## src/rtl/sub_pkg.sv

```systemverilog
// Shared definitions for the nibble-serial subtractor.
// Provides the slice width, the FSM state type and the operand width check.
package sub_pkg;

  localparam int unsigned SLICE_W = 4;

  typedef enum logic [1:0] {
    IDLE = 2'd0,
    CALC = 2'd1,
    DONE = 2'd2
  } sub_state_t;

  // Operand width must be a non-zero whole number of slices.
  function automatic bit width_ok(input int unsigned w);
    return (w >= SLICE_W) && ((w % SLICE_W) == 0);
  endfunction

endpackage

```

## src/rtl/borrow_lookahead_slice4.sv

```systemverilog
// 4-bit subtract slice with lookahead borrow resolution.
// Ports:
//   a, b : 4-bit minuend / subtrahend slice
//   bin  : borrow into bit 0
//   d    : 4-bit difference a - b - bin
//   bout : borrow out of bit 3
module borrow_lookahead_slice4
  import sub_pkg::*;
(
  input  logic [SLICE_W-1:0] a,
  input  logic [SLICE_W-1:0] b,
  input  logic               bin,
  output logic [SLICE_W-1:0] d,
  output logic               bout
);

  logic [SLICE_W-1:0] g;
  logic [SLICE_W-1:0] p;
  logic [SLICE_W:0]   br;

  // Generate: bit borrows on its own; propagate: equal bits pass a borrow through.
  assign g = ~a & b;
  assign p = ~(a ^ b);

  // Each borrow is a flat sum of products over g, p and bin.
  assign br[0] = bin;
  assign br[1] = g[0]
               | (p[0] & bin);
  assign br[2] = g[1]
               | (p[1] & g[0])
               | (p[1] & p[0] & bin);
  assign br[3] = g[2]
               | (p[2] & g[1])
               | (p[2] & p[1] & g[0])
               | (p[2] & p[1] & p[0] & bin);
  assign br[4] = g[3]
               | (p[3] & g[2])
               | (p[3] & p[2] & g[1])
               | (p[3] & p[2] & p[1] & g[0])
               | (p[3] & p[2] & p[1] & p[0] & bin);

  assign d    = a ^ b ^ br[SLICE_W-1:0];
  assign bout = br[SLICE_W];

endmodule

```

## src/rtl/nibble_serial_subtractor.sv

```systemverilog
// Multi-cycle subtractor: diff = a - b - bin, one 4-bit slice per clock.
// Ports:
//   clk, rst_n          : clock, async active-low reset
//   in_valid / in_ready : operand handshake (a, b, bin)
//   out_valid/out_ready : result handshake (diff, bout, ovf, zero)
//   bout : unsigned borrow out; ovf : signed overflow; zero : diff == 0
module nibble_serial_subtractor
  import sub_pkg::*;
#(
  parameter int unsigned WIDTH = 16
) (
  input  logic             clk,
  input  logic             rst_n,
  input  logic             in_valid,
  output logic             in_ready,
  input  logic [WIDTH-1:0] a,
  input  logic [WIDTH-1:0] b,
  input  logic             bin,
  output logic             out_valid,
  input  logic             out_ready,
  output logic [WIDTH-1:0] diff,
  output logic             bout,
  output logic             ovf,
  output logic             zero
);

  localparam int unsigned N   = WIDTH / SLICE_W;
  localparam int unsigned K_W = (N > 1) ? $clog2(N) : 1;

  if (!width_ok(WIDTH)) begin : g_bad_width
    $fatal(1, "nibble_serial_subtractor: WIDTH must be a positive multiple of 4");
  end

  sub_state_t         state;
  sub_state_t         state_next;
  logic [K_W-1:0]     k;
  logic [WIDTH-1:0]   a_q;
  logic [WIDTH-1:0]   b_q;
  logic               borrow_q;
  logic [WIDTH-1:0]   diff_next;
  logic [SLICE_W-1:0] slice_a;
  logic [SLICE_W-1:0] slice_b;
  logic [SLICE_W-1:0] slice_d;
  logic               slice_bout;
  logic               last_slice;
  logic               capture;
  logic               take;

  assign last_slice = (k == K_W'(N - 1));
  assign capture    = (state == IDLE) && in_valid;
  assign take       = (state == DONE) && out_ready;

  // State register; handshake flags follow the next state so they come straight off flops.
  always_ff @(posedge clk or negedge rst_n) begin
    if (!rst_n) begin
      state     <= IDLE;
      in_ready  <= 1'b1;
      out_valid <= 1'b0;
    end else begin
      state     <= state_next;
      in_ready  <= (state_next == IDLE);
      out_valid <= (state_next == DONE);
    end
  end

  // Next-state logic.
  always_comb begin
    state_next = state;
    case (state)
      IDLE:    if (capture)    state_next = CALC;
      CALC:    if (last_slice) state_next = DONE;
      DONE:    if (take)       state_next = IDLE;
      default:                 state_next = IDLE;
    endcase
  end

  // Current slice taken from the captured operands by index.
  assign slice_a = a_q[SLICE_W*k +: SLICE_W];
  assign slice_b = b_q[SLICE_W*k +: SLICE_W];

  borrow_lookahead_slice4 u_slice (
    .a    (slice_a),
    .b    (slice_b),
    .bin  (borrow_q),
    .d    (slice_d),
    .bout (slice_bout)
  );

  // Difference with the current slice merged in; on the last slice this is the full result.
  always_comb begin
    diff_next = diff;
    diff_next[SLICE_W*k +: SLICE_W] = slice_d;
  end

  // Operand capture, slice stepping and result/flag registers.
  always_ff @(posedge clk or negedge rst_n) begin
    if (!rst_n) begin
      a_q      <= '0;
      b_q      <= '0;
      borrow_q <= 1'b0;
      k        <= '0;
      diff     <= '0;
      bout     <= 1'b0;
      ovf      <= 1'b0;
      zero     <= 1'b0;
    end else if (capture) begin
      a_q      <= a;
      b_q      <= b;
      borrow_q <= bin;
      k        <= '0;
    end else if (state == CALC) begin
      diff     <= diff_next;
      borrow_q <= slice_bout;
      if (last_slice) begin
        k    <= '0;
        bout <= slice_bout;
        ovf  <= (a_q[WIDTH-1] ^ b_q[WIDTH-1]) & (diff_next[WIDTH-1] ^ a_q[WIDTH-1]);
        zero <= ~|diff_next;
      end else begin
        k <= k + K_W'(1);
      end
    end
  end

endmodule

```

## config.mk

```make
export PLATFORM = sky130hd
export DESIGN_NAME = nibble_serial_subtractor
export DESIGN_NICKNAME = d
export VERILOG_FILES = /design/src/rtl/sub_pkg.sv /design/src/rtl/borrow_lookahead_slice4.sv /design/src/rtl/nibble_serial_subtractor.sv
export SDC_FILE = /design/constraint.sdc
export NUM_CORES = 1
export LEC_CHECK = 0
export CAP_MARGIN = 15
export CORE_AREA = 2 2 77 79
export CTS_BUF_LIST = sky130_fd_sc_hd__clkbuf_16
export DETAILED_ROUTE_END_ITERATION = 8
export DIE_AREA = 0 0 79 81
export PLACE_DENSITY = 0.85
export SYNTH_ARGS = -nofsm -noshare
export SYNTH_HDL_FRONTEND = slang
export SYNTH_SLANG_ARGS = --single-unit
export TNS_END_PERCENT = 10
```

## constraint.sdc

```tcl
create_clock -name clk -period 3.39 [get_ports clk]
set_clock_uncertainty 0.05 [all_clocks]
set_input_delay 1.017 -clock clk [delete_from_list [all_inputs] [get_ports clk]]
set_output_delay 1.017 -clock clk [all_outputs]
set_load 0.05 [all_outputs]
```

### Word-level counts from Yosys, hierarchy flattened

Index checks and enable logic that the tools add are counted.

* bitwise gates (word level): 35
* mux-type cells: 10
* eq/ne operators: 4
* add/sub/neg operators: 2
* shifts and indexed selects: 4
* reduce and logical (&&, ||, !) cells: 9

Operators with widths (number)
* negator 4 -> 34 bit: 1
* variable shift 4 x 34 -> 16 bit (first input constant): 1
* indexed part select 4 x 34 -> 16 bit: 1
* indexed part select 16 x 5 -> 4 bit: 2
* bitwise AND 1 bit: 17
* bitwise mux 16 bit: 1
* OR reduction 16 bit: 1
* two-way mux 2 bit: 6
* bitwise OR 1 bit: 10
* NOT 4 bit: 2
* bitwise XOR 4 bit: 2
* equality test 2 bit (second input constant): 3
* one-hot mux 2 bit (3 select lines): 1
* bitwise AND 4 bit: 1
* zero test 2 bit: 2
* AND reduction 3 bit: 1
* adder 2 x 1 -> 2 bit (second input constant): 1
* equality test 2 x 1 -> 1 bit (second input constant): 1
* logical AND 1 bit: 2
* two-way mux 1 bit: 2
* AND reduction 2 bit: 1
* nonzero test 2 bit: 1
* bitwise XOR 1 bit: 2
* zero test 1 bit: 1
* NOT 1 bit: 1

* word-level logic and storage cells: 75
* output and inout port bits: 21
* bits in registers: 58

### Depth between registers and ports, before layout

Gate-level depths: netlist of the first run.

* depth in word-level cells: 12
* gate-level depth with buffers: 9
* gate-level depth less buffers: 8

### Modules after synthesis

A second synthesis of the first run with hierarchy kept.

* cell total of the unflattened synthesis: 222
* area, all modules: 2889.0 µm²

By module, submodules not included
* nibble_serial_subtractor: sequential area each 1452.6 µm², area an instance 2688.8 µm², cells an instance 195, times used 1
* borrow_lookahead_slice4: sequential area each 0.0 µm², area an instance 200.2 µm², cells an instance 27, times used 1

### Worst setup path before layout of the first run

Ideal clock, no wire load.

* path kind: reg2reg
* start: register k[0]
* end: register ovf
* path slack: 537 ps
* data required time: 3258 ps
* path buffers: 2
* arrival: 2722 ps
* library setup time: 82 ps
* stages on the path, launching flop included: 10
* path through: dfrtp_1 > clkbuf_2 > buf_2 > mux4_2 > ha_1 > a211o_1 > a21oi_2 > xnor2_1 > or3b_1 > a31oi_1

* cells in the longest elaborated chain, start to end: 12
* elaborated cells between the ends (all ways): 30
* those cells by class: 1 x add/sub; 1 x eq/ne; 4 x shift; 1 x mux; 22 x bitwise; 1 x reduce/logical

Ends and longest elaborated chain
* start, declared: RTL line nibble_serial_subtractor.sv:36 `logic [K_W-1:0] k;`
* start signal, assigned: RTL line nibble_serial_subtractor.sv:120 `k <= k + K_W'(1);`
* indexed part select 16 x 5 -> 4 bit, on equally long branches: RTL line nibble_serial_subtractor.sv:78, nibble_serial_subtractor.sv:79
* bitwise XOR 4 bit or NOT 4 bit (tied branches): RTL line borrow_lookahead_slice4.sv:23, borrow_lookahead_slice4.sv:42, borrow_lookahead_slice4.sv:22
* NOT 4 bit or bitwise AND 4 bit (tied branches): RTL line borrow_lookahead_slice4.sv:23, borrow_lookahead_slice4.sv:22
* bitwise AND 1 bit, on equally long branches: RTL line borrow_lookahead_slice4.sv:33, borrow_lookahead_slice4.sv:34, borrow_lookahead_slice4.sv:35
* bitwise OR 1 bit (tied with other cells): RTL line borrow_lookahead_slice4.sv:33 `| (p[2] & g[1])`
* bitwise OR 1 bit or bitwise AND 1 bit (tied branches): RTL line borrow_lookahead_slice4.sv:34, borrow_lookahead_slice4.sv:35
* bitwise OR 1 bit: RTL line borrow_lookahead_slice4.sv:35 `| (p[2] & p[1] & p[0] & bin);`
* bitwise XOR 4 bit: RTL line borrow_lookahead_slice4.sv:42 `assign d = a ^ b ^ br[SLICE_W-1:0];`
* indexed part select 4 x 34 -> 16 bit: RTL line nibble_serial_subtractor.sv:92 `diff_next[SLICE_W*k +: SLICE_W] = slice_d;`
* bitwise mux 16 bit: RTL line nibble_serial_subtractor.sv:92
* bitwise XOR 1 bit: RTL line nibble_serial_subtractor.sv:117 `ovf <= (a_q[WIDTH-1] ^ b_q[WIDTH-1]) & (diff_next[WIDTH-1] ^ a_q[WIDTH-1]);`
* bitwise AND 1 bit: RTL line nibble_serial_subtractor.sv:117
* end signal, assigned: RTL line nibble_serial_subtractor.sv:117
* end, declared: RTL line nibble_serial_subtractor.sv:23 `output logic ovf,`

Parallel ways exist; a longest one is shown, timed or not.
A chain may end at the register's enable or synchronous reset.

### Worst setup path after layout of the first run

Same ends and word-level chain as after synthesis.

==> impl_metrics.tcl, run 1 <==
set metrics [dict create \
    status "completed" \
    core_sq_um 5680 \
    async_flop_share_pct 100 \
    cp-start-kind "register" \
    syn_avg_cell_area_sq_um 12.3 \
    yosys-top-cells-area "dfrtp_1, mux2_2, mux4_2" \
    path_class "reg2reg" \
    combPwrFrac_pct 50.3 \
    grt_antenna_before_repair 0 \
    hold_viol 0 \
    synth_flop_cell "dfrtp_1" \
    cp_max_fo 12 \
    drc 0 \
    nets 339 \
    whs_path_depth 2 \
    ys_ff_latch 58 \
    stdcell_area_sq_um 3770 \
    timing.hold.ws_ns 0.441 \
    rsz0062_at_grt "false" \
    final_cells 371 \
    clockRootBuffer "clkbuf_16" \
    cts_made_buffers 9 \
    start_util_pct 48.9 \
    yosysWarningCount 0 \
    worst_ep_arrival_time_ns 3.01 \
    p_sw_share_pct 40.4 \
    worstHoldEndpoint "zero" \
    cp-startpoint "k[0]" \
    h-tree-depth 3 \
    grt_pass1_vias 2019 \
    cts_tree "yes" \
    die_h_um 81 \
    synth_fp_nets 274 \
    via_per_inst 5.37 \
    synth_top_area_cell "dfrtp_1" \
    track_usage_pct 20.5 \
    clock_path_buffers 2 \
    power.density_nw_per_um2 1210 \
    synth_top_area_share_pct 51.4 \
    r2r-end "ovf" \
    synth_edf_count 0 \
    grt_max_degree 33 \
    r2r_cells 9 \
    dp_cells 355 \
    fmax_ghz 0.356 \
    yosysSeqAreaShare_pct 52.3 \
    internal_power_mw 2.71 \
    ys_types 44 \
    diodes 0 \
    endpoint_kind "register" \
    synthCells 226 \
    utilization_pct 66.4 \
    fin_crit_ns 2.81 \
    min_period_over_period_pct 82.8 \
    insertion_delay_ns 0.33 \
    p_leak_nw 1.59 \
    power_frac_seq_pct 27.6 \
    port_buffers 57 \
    syn_area_sq_um 2780 \
    rows 28 \
    die_w_um 79 \
    p_clk_share_pct 22.1 \
    finalSetupTns_ns 0 \
    grt_pass1_wl_um 9760 \
    io_pins 58 \
    routedWlPerCell_um 15.3 \
    cts.clk_slew.worst_paths_ns 0.05 \
    ir_drop_mv 0.717 \
    cts.sinks 58 \
    tightest_slew_ns 0.544 \
    reg2reg_from "k[0]" \
    synthTopCellsByCount "dfrtp_1, mux2_2, nand2_1, o21ai_0, ha_1" \
    syn_to_final_growth_pct 35.8 \
    post-dp-hpwl_um 3990 \
    p_switching_mw 1.84 \
    via_count 1994 \
    slew_headroom_pct 63.5 \
    gp_congestion 0.864 \
    grt_overflow_total 0 \
    postCtsSetupBuffers 0 \
    fill_cells 447 \
    worstPathRequired_ns 3.59 \
    ctsResizeCount 0 \
    drt-initial-drc-count 108 \
    finalSetupViolCount 0 \
    final_antenna_net_count 0 \
    maxSlewViolCount 0 \
    worstHoldPathType "reg2reg" \
    regToRegSetupSlack_ns 0.58 \
    drv_cap 0 \
    drive_gt1_share_pct 22.6 \
    die_area_sq_um 6400 \
    place_area_sq_um 3440 \
    drt_pass1_iterations 4 \
    cts_hold_buf 0 \
    holdCritStartpoint "zero" \
    wirelength_um 5670 \
    synth.most_common_cell "dfrtp_1" \
]
[cell usage in the layout, fill, tap and decap left out, drive strengths merged, types with 3 or more instances in the layout]
| master | n |
|---|---|
| nand2 | 26 |
| mux4 | 8 |
| o21ai | 17 |
| inv | 10 |
| nor2b | 3 |
| clkbuf | 9 |
| nor2 | 6 |
| clkinv | 4 |
| dfrtp | 57 |
| ha | 10 |
| bufinv | 3 |
| a21oi | 5 |
| buf | 6 |
| clkdlybuf4s50 | 56 |
| nand2b | 4 |
| nor3 | 3 |
| o31ai | 5 |
| mux2 | 33 |
[how the worst max path moves through the flow]
stage                     cells past startpoint  slack [ns]   to
after floorplan                               9        0.54  ovf
after global placement                        9        0.67  ovf
after detailed placement                      9        0.61  ovf
after CTS                                     9        0.57  ovf
after global routing                          9        0.39  ovf
final                                         9        0.58  ovf
[metal layers]
layer / vias up / wire (um) / global-route usage, %
met3: 12 / 235 / 5.00
li1: 946 / - / -
met1: 987 / 2340 / 24.2
met4: 0 / 123 / 9.31
met5: - / 0 / 0
met2: 49 / 2970 / 35.7
[registers in the layout (all words and copies together), names as in the netlist]
| name | flops |
|---|---|
| in_ready | 1 |
| borrow_q | 1 |
| zero | 1 |
| bout | 1 |
| out_valid | 1 |
| state | 2 |
| ovf | 1 |
| a_q | 16 |
| b_q | 16 |
| k | 2 |
| diff | 16 |
[stage by stage]
step	setup WS, ns	power [mW]
4_1_cts	0.571	4.56
5_1_grt	0.387	4.83
2_1_floorplan	0.537	2.87
6_report	0.582	4.55
3_3_place_gp	0.671	3.47
3_5_place_dp	0.608	3.52
[worst max-delay path, cell delays in order, from the launching register on]
cell and delay, ns:
dfrtp_1 0.52, buf_4 0.28, mux4_2 0.53, inv_1 0.07
ha_1 0.25, o21a_2 0.14, a21oi_2 0.15, xnor2_1 0.17
or3b_1 0.40, a31oi_1 0.17
[power groups by stage]
stage | sequential [mW] | combinational [mW] | clock, mW
3_5_place_dp | 1.26 | 2.26 | 0
4_1_cts | 1.26 | 2.28 | 1.02
6_report | 1.25 | 2.29 | 1.01
2_1_floorplan | 1.45 | 1.42 | 0
3_3_place_gp | 1.25 | 2.22 | 0
5_1_grt | 1.30 | 2.49 | 1.05
[cell families after synthesis]
group	after synthesis	share of synthesized area, %
and+or+nand+nor	54	9.37
AOI/OAI and AO/OA	40	9.24
buffers and inverters	18	2.70
DFF	58	52.3
adders and majority gates	11	5.23
xor gates and xnor gates	4	1.26
muxes	41	19.9
[final cells by class]
type / instances / area [sq um] / area share, %
Tap cell: 75 / 93.8 / 2.49
Multi-Input combinational cell: 150 / 1250 / 33.2
Inverter: 10 / 37.5 / 0.995
Clock buffer: 9 / 225 / 5.97
Timing Repair Buffer: 62 / 603 / 16.0
Sequential cell: 58 / 1450 / 38.5
Clock inverter: 7 / 108 / 2.85
(Power assumes the default switching activity.)
==> run 2: changes to the inputs <==
Clock period 3.39 ns to 2.7 ns, I/O delays scaled along.
==> run 2 against run 1 <==
Net effect: die area unchanged; global-route usage decreased by 0.51 points; sequential share of layout area increased by 0.19 points; setup slack got worse by 0.46 ns; final cell count increased by 1.1%; largest power group unchanged; routed wire length decreased by 1.9%; sequential power increased by 23%; cell area decreased by 0.40%; hold slack got worse by 0.0053 ns; via count increased by 1.8%; register-to-register slack got worse by 0.46 ns.
==> impl_metrics.tcl, run 2 (synthesized netlist as in run 1, its figures left out) <==
set metrics [dict create \
    status "completed" \
    finalSetupTns_ns 0 \
    port_buffers 57 \
    cts_hold_buf 0 \
    cts_tree "yes" \
    h-tree-depth 3 \
    slew_headroom_pct 55.6 \
    layout_common_cells "dfrtp_1, clkdlybuf4s50_1, mux2_2" \
    cp-start-kind "register" \
    wirelength_um 5560 \
    clock_path_buffers 2 \
    cp_max_fo 9 \
    finalSetupViolCount 0 \
    largest_registers "a_q x16, b_q x16, diff x16" \
    multiInputGateArea_sq_um 1260 \
    grt_overflow_total 0 \
    power.density_nw_per_um2 1520 \
    grt_antenna_before_repair 0 \
    drt_pass1_iterations 4 \
    fin_crit_ns 2.58 \
    postCtsSetupBuffers 0 \
    worst_ep_arrival_time_ns 2.78 \
    cts.sinks 58 \
    post-dp-hpwl_um 4160 \
    tightest_slew_ns 0.666 \
    track_usage_pct 20.0 \
    nets 343 \
    dp_cells 359 \
    maxSlewViolCount 0 \
    drt-initial-drc-count 73 \
    io_pins 58 \
    die_h_um 81 \
    worstPathRequired_ns 2.90 \
    final_antenna_net_count 0 \
    reg2reg_from "k[0]" \
    drv_cap 0 \
    p_leak_nw 1.59 \
    cts_made_buffers 9 \
    holdCritStartpoint "a_q[13]" \
    min_period_over_period_pct 95.6 \
    die_w_um 79 \
    hold_viol 0 \
    endpoint_kind "register" \
    via_per_inst 5.41 \
    routedWlPerCell_um 14.8 \
    rows 28 \
    path_class "reg2reg" \
    syn_to_final_growth_pct 35.3 \
    cts.clk_slew.worst_paths_ns 0.05 \
    gp_congestion 0.874 \
    ctsResizeCount 0 \
    seq_area_sq_um 1450 \
    total_power_mw 5.71 \
    cp-startpoint "k[0]" \
    worstHoldPathType "reg2reg" \
    die_area_sq_um 6400 \
    start_util_pct 48.9 \
    clockRootBuffer "clkbuf_16" \
    rsz0062_at_grt "false" \
    drive_gt1_share_pct 23.3 \
    dp_slack_ns 0.0529 \
    ir_drop_mv 0.853 \
    timing.hold.ws_ns 0.436 \
    grt_max_degree 33 \
    grt_pass1_vias 2057 \
    diodes 0 \
    insertion_delay_ns 0.33 \
    grt_pass1_wl_um 9630 \
    drc 0 \
    fmax_ghz 0.387 \
    final_cells 375 \
    via_count 2029 \
    core_sq_um 5680 \
    fill_cells 449 \
    setup_slack_ns 0.119 \
]
[run 2: worst paths after layout]
| check | cells past startpoint | slack (ns) | end |
|---|---|---|---|
| setup / recovery | 8 | 0.12 | ovf |
| hold / removal | 1 | 0.44 | a_q[13] |
| setup reg to reg | 8 | 0.12 | ovf |
| hold reg to reg | 1 | 0.44 | a_q[13] |
| max in group asynchronous | 2 | 1.54 | k[0] |
| min in group asynchronous | 1 | 0.47 | state[0] |
[run 2: stage by stage]
step	utilization, %	area (sq um)
after detailed placement	61.7	3500
after floorplan	-	2800
after CTS	66.2	3750
after global routing	66.2	3760
final	66.2	3760
after global placement	61.7	3500
[run 2: critical path, cell delays in order (launching register included)]
cell and delay (ns):
dfrtp_2 0.40, buf_4 0.20, mux4_2 0.51, ha_1 0.33, o21a_2 0.22, a21oi_2 0.18, xnor2_2 0.09, or3b_1 0.37
a31oi_1 0.16
[run 2: per-layer routing]
metal	track usage, %	routed length [um]	up-vias
li1	-	-	960
met1	23.5	2380	1003
met2	33.6	2840	55
met3	5.33	228	11
met4	11.0	113	0
met5	0	0	-
[run 2: power by group]
group	switching, mW	internal (mW)	leakage, nW
Clock	0.358	0.597	0.134
Sequential	0.271	1.27	0.717
Combinational	1.70	1.51	0.739
[run 2: final cells by class]
type | count | area share, %
clock inverters | 7 | 0.766
inverters | 10 | 0.999
well taps | 75 | 2.50
flip-flops and latches | 58 | 38.7
clock buffers | 9 | 6.00
multi-input cells | 150 | 33.5
repair buffers | 66 | 17.5
==> run 3: changes to the inputs <==
Settings changed: SLEW_MARGIN set to 10.
==> results of run 3 <==
Same layout as run 2: the final DEF is identical, and so are final timing and power.
